**src/rtl/cdc_handshake_tx_if.sv**
```systemverilog
// Bundle of the source-side valid/ready port and the req/ack/data lines
// toward the destination clock domain.
interface cdc_handshake_tx_if #(
  parameter int unsigned DataWidth = 32
);
  logic                 src_valid_i;
  logic [DataWidth-1:0] src_data_i;
  logic                 src_ready_o;
  logic                 req_o;
  logic [DataWidth-1:0] data_o;
  logic                 ack_i;
  logic                 done_o;
  logic                 busy_o;

  modport master (
    output src_valid_i, src_data_i, ack_i,
    input  src_ready_o, req_o, data_o, done_o, busy_o
  );

  modport slave (
    input  src_valid_i, src_data_i, ack_i,
    output src_ready_o, req_o, data_o, done_o, busy_o
  );
endinterface

```
**src/rtl/cdc_handshake_tx.sv**
```systemverilog
// Source end of a four-phase req/ack CDC handshake: latches a word, raises req,
// waits for the synchronised ack to rise and fall before taking the next word.
module cdc_handshake_tx #(
  parameter int unsigned DataWidth  = 32,
  parameter int unsigned SyncStages = 2
) (
  input logic               clk_i,
  input logic               rst_ni,
  cdc_handshake_tx_if.slave bus
);

  typedef enum logic [1:0] {
    IDLE,
    REQ_HI,
    REQ_LO
  } state_e;

  state_e                 r_state;
  state_e                 w_state_next;
  logic [SyncStages-1:0]  r_ack_sync;
  logic                   w_ack_s;
  logic                   w_ready;
  logic                   r_req;
  logic                   w_req_next;
  logic                   r_done;
  logic                   w_done_next;
  logic [DataWidth-1:0]   r_data;
  logic [DataWidth-1:0]   w_data_next;

  always_ff @(posedge clk_i) begin
    if (!rst_ni) begin
      r_ack_sync <= '0;
    end else begin
      r_ack_sync <= {r_ack_sync[SyncStages-2:0], bus.ack_i};
    end
  end

  assign w_ack_s = r_ack_sync[SyncStages-1];

  // A stale ack seen in IDLE blocks new transfers until it returns low.
  assign w_ready = (r_state == IDLE) && !w_ack_s;

  always_comb begin
    w_state_next = r_state;
    w_req_next   = r_req;
    w_data_next  = r_data;
    w_done_next  = 1'b0;
    case (r_state)
      IDLE: begin
        if (w_ready && bus.src_valid_i) begin
          w_data_next  = bus.src_data_i;
          w_req_next   = 1'b1;
          w_state_next = REQ_HI;
        end
      end
      REQ_HI: begin
        if (w_ack_s) begin
          w_req_next   = 1'b0;
          w_done_next  = 1'b1;
          w_state_next = REQ_LO;
        end
      end
      REQ_LO: begin
        if (!w_ack_s) begin
          w_state_next = IDLE;
        end
      end
      default: begin
        w_req_next   = 1'b0;
        w_state_next = IDLE;
      end
    endcase
  end

  always_ff @(posedge clk_i) begin
    if (!rst_ni) begin
      r_state <= IDLE;
      r_req   <= 1'b0;
      r_done  <= 1'b0;
      r_data  <= '0;
    end else begin
      r_state <= w_state_next;
      r_req   <= w_req_next;
      r_done  <= w_done_next;
      r_data  <= w_data_next;
    end
  end

  assign bus.src_ready_o = w_ready;
  assign bus.req_o       = r_req;
  assign bus.data_o      = r_data;
  assign bus.done_o      = r_done;
  assign bus.busy_o      = (r_state != IDLE);

endmodule

```
**src/flat_wrapper.sv**
```systemverilog
// flat-port wrapper written by rule: the top's interface ports become plain ports
module cdc_handshake_tx_flat 
#(
  parameter int unsigned DataWidth  = 32,
  parameter int unsigned SyncStages = 2
)
  (clk_i, rst_ni, bus_src_valid_i, bus_src_data_i, bus_ack_i, bus_src_ready_o, bus_req_o, bus_data_o, bus_done_o, bus_busy_o);
  cdc_handshake_tx_if #(.DataWidth(DataWidth)) bus_i ();
  input logic clk_i;
  input logic rst_ni;
  input wire logic [$bits(bus_i.src_valid_i)-1:0] bus_src_valid_i;
  input wire logic [$bits(bus_i.src_data_i)-1:0] bus_src_data_i;
  input wire logic [$bits(bus_i.ack_i)-1:0] bus_ack_i;
  output wire logic [$bits(bus_i.src_ready_o)-1:0] bus_src_ready_o;
  output wire logic [$bits(bus_i.req_o)-1:0] bus_req_o;
  output wire logic [$bits(bus_i.data_o)-1:0] bus_data_o;
  output wire logic [$bits(bus_i.done_o)-1:0] bus_done_o;
  output wire logic [$bits(bus_i.busy_o)-1:0] bus_busy_o;
  assign bus_i.src_valid_i = bus_src_valid_i;
  assign bus_i.src_data_i = bus_src_data_i;
  assign bus_i.ack_i = bus_ack_i;
  assign bus_src_ready_o = bus_i.src_ready_o;
  assign bus_req_o = bus_i.req_o;
  assign bus_data_o = bus_i.data_o;
  assign bus_done_o = bus_i.done_o;
  assign bus_busy_o = bus_i.busy_o;
  cdc_handshake_tx #(.DataWidth(DataWidth), .SyncStages(SyncStages)) u_core (.clk_i(clk_i), .rst_ni(rst_ni), .bus(bus_i));
endmodule
```
**config.mk**
```make
export PLATFORM = sky130hd
export DESIGN_NAME = cdc_handshake_tx_flat
export DESIGN_NICKNAME = d
export VERILOG_FILES = /design/src/rtl/cdc_handshake_tx_if.sv /design/src/rtl/cdc_handshake_tx.sv /design/src/flat_wrapper.sv
export SDC_FILE = /design/constraint.sdc
export NUM_CORES = 1
export LEC_CHECK = 0
export ABC_AREA = 1
export CAP_MARGIN = 20
export CELL_PAD_IN_SITES_DETAIL_PLACEMENT = 1
export CELL_PAD_IN_SITES_GLOBAL_PLACEMENT = 1
export CORE_MARGIN = 2
export CORE_UTILIZATION = 31
export DETAILED_ROUTE_END_ITERATION = 12
export GPL_TIMING_DRIVEN = 0
export PLACE_DENSITY_LB_ADDON = 0.05
export SETUP_SLACK_MARGIN = 0.15
export SKIP_CTS_REPAIR_TIMING = 1
export SLEW_MARGIN = 40
export SYNTH_ARGS = -nofsm -noshare
export SYNTH_HDL_FRONTEND = slang
export SYNTH_SLANG_ARGS = --single-unit
```
**constraint.sdc**
```tcl
create_clock -name clk_i -period 2.1 [get_ports clk_i]
set_input_delay 0.21 -clock clk_i [delete_from_list [all_inputs] [get_ports clk_i]]
set_output_delay 0.21 -clock clk_i [all_outputs]
set_load 0.05 [all_outputs]
```
==> results.toml <==
[route]
vias = 1886
wl_per_cell_um = 11.1
via_per_inst = 4.16
drc_errors = 0
dr.pass1.iters = 4
routed_wl_um = 5010
ant_nets = 0
drtIter0Drc = 90

[global_route]
grt_max_degree = 13
grt_use_total = 0.164
gr-total-overflow = 0
antenna_found_initial = 0
grt_pass1_wl_um = 8410
grt_pass1_vias = 1855

[setup_path]
arrival_ns = 1.69
cp_max_fo = 10
crit_type = "reg2out"
worstSetupStartpointType = "flip-flop"
worstPathRequired_ns = 1.89
critPathCaptureType = "output pin"

[logic_synthesis]
synth_cells = 301
synth_area_um2 = 1880
synth_common_cells = "102 x inv_1, 70 x nand2_1, 38 x dfxtp_1, 35 x nor2_1, 32 x nand4_1"
synth_compound_area_frac = 0.0106
synth_seq_cells = 38
yosysTopAreaCell = "dfxtp_1"
synth_top_area_share = 0.404
synth_mux_area_frac = 0
synth_top_family_by_area = "simple AND/OR/NAND/NOR gates"
yosys.area_share.simple = 0.331
synth-async-reset-ratio = 0
synthAdderAreaFrac = 0
synth.net_count = 337
synth_edf_count = 0
synthFlopType = "dfxtp_1"
synth-xor-area-share = 0
yosysSeqAreaShare = 0.404
synthMostInstantiatedCell = "inv_1"
syn_area_per_cell_um2 = 6.26
synthTopCellsByArea = "dfxtp_1 40%, inv_1 20%, nand2_1 14%, nand4_1 11%, nor2_1 7.0%"
ys_types = 14
ys.warnings.count = 0

[placement]
place_congestion = 0.683
place_hpwl_um = 3730
numPortBuffers = 69
dpl.cell_count = 445
place_area_um2 = 2670

[clock_tree]
insertion_delay_ns = 0.28
cts.sinks = 38
clockBufferDepth = 2
cts.clk_slew.worst_paths_ns = 0.08
cts_tree = "built"
root_buffer = "clkbuf_8"
htreeDepth = 2
cts_inserted_buffers = 5

[die]
die_h_um = 82.0
dieArea_um2 = 6720
core.rowCount = 28
die_x_um = 82.0
coreArea_um2 = 5890
ios = 72
start_util = 0.320

[job]
drv_cap = 0

[final_layout]
fin_cells = 453
area_growth_pct = 47.7
fill_cells = 779
fin_util = 0.473
diodes = 0
seqCellArea_um2 = 761
multi_input_area_um2 = 643
finalNetCount = 413
stdcell_area_um2 = 2780
post_route_cells_drive_above_1_share = 0.0529

[power_and_ir_drop]
vdd_drop_max_v = 0.000462
power.leakage_nw = 1.52
powerDensity_nw_per_um2 = 756

[timing]
final.period_utilization = 0.906
fin_crit_ns = 1.90
rsz0062_at_grt = "yes"
hold_viol = 0
relSlewSlack = 0.647
worst_pin_slew_ns = 0.528
drv_slew = 0
whs_ns = 0.246
fin_tns_setup_ns = 0
max_freq_mhz = 526
setup_violations = 0
skew_ns = 0.00476

[outcome]
outcome = "finished, final reports clean"

[worst_hold_path]
hold_class = "in2reg"
## logic make-up after synthesis
group,Yosys count
simple gates,139
buf+inv,120
flops,38
compound gates,4
## through the flow
| stage | power [mW] | setup slack, ns |
|---|---|---|
| global placement | 1.50 | 0.109 |
| floorplan | 1.27 | 0.228 |
| finish | 2.10 | 0.197 |
| CTS | 2.14 | -0.233 |
| detailed placement | 1.51 | 0.0915 |
| global route | 2.23 | 0.0705 |
## critical path, cell delays in order (launching register included)
cell            delay (ns)
dfxtp_1               0.36
nor2_4                0.22
buf_2                 0.26
inv_1                 0.07
nor2_1                0.08
dlymetal6s2s_1        0.42
## sequential cells by signal, summed over array words and instances (netlist names)
signal / flops
u_core.bus.done_o: 1
u_core.bus.data_o: 32
u_core.r_state: 2
u_core.r_ack_sync: 2
u_core.bus.req_o: 1
## power breakdown
part	internal [mW]	switching, mW	leakage [nW]	total, mW
sequential	0.783	0.0341	0.314	0.817
combinational	0.248	0.422	1.14	0.671
clock	0.350	0.265	0.0579	0.615
total	1.38	0.722	1.52	2.10
## cell usage in the layout, fill, tap and decap left out, drive strengths merged
cell | netlist | final
o21ai | 1 | 1
a21oi | 3 | 3
dlymetal6s2s | 0 | 2
inv | 103 | 103
clkinv | 0 | 2
nand2 | 70 | 70
bufinv | 0 | 1
nand3 | 1 | 1
clkbuf | 5 | 10
nand4 | 32 | 32
clkdlybuf4s50 | 0 | 67
dfxtp | 38 | 38
nor2 | 36 | 36
buf | 12 | 12
## area by class of cell
cell class / instances / area share
tap: 75 / 0.0337
multi-input combinational: 143 / 0.231
timing repair buffer: 69 / 0.250
clock inverter: 3 / 0.0144
buffer: 17 / 0.0337
sequential: 38 / 0.273
inverter: 103 / 0.139
clock buffer: 5 / 0.0247
## final timing paths
check,startpoint,end,slack [ns],depth (start not counted)
setup / recovery,u_core.r_state[1],bus_src_ready_o,0.20,5
hold / removal,rst_ni,u_core.bus.data_o[8],0.25,3
setup reg to reg,u_core.r_ack_sync[1],u_core.bus.data_o[27],0.79,5
hold reg to reg,u_core.r_ack_sync[0],u_core.r_ack_sync[1],0.43,2
## layer usage
layer | global-route usage | wire length (µm)
met5 | 0 | 0
met4 | 0.0500 | 53
met3 | 0.0374 | 245
met2 | 0.287 | 2420
met1 | 0.199 | 2290
(Power assumes the default switching activity.)
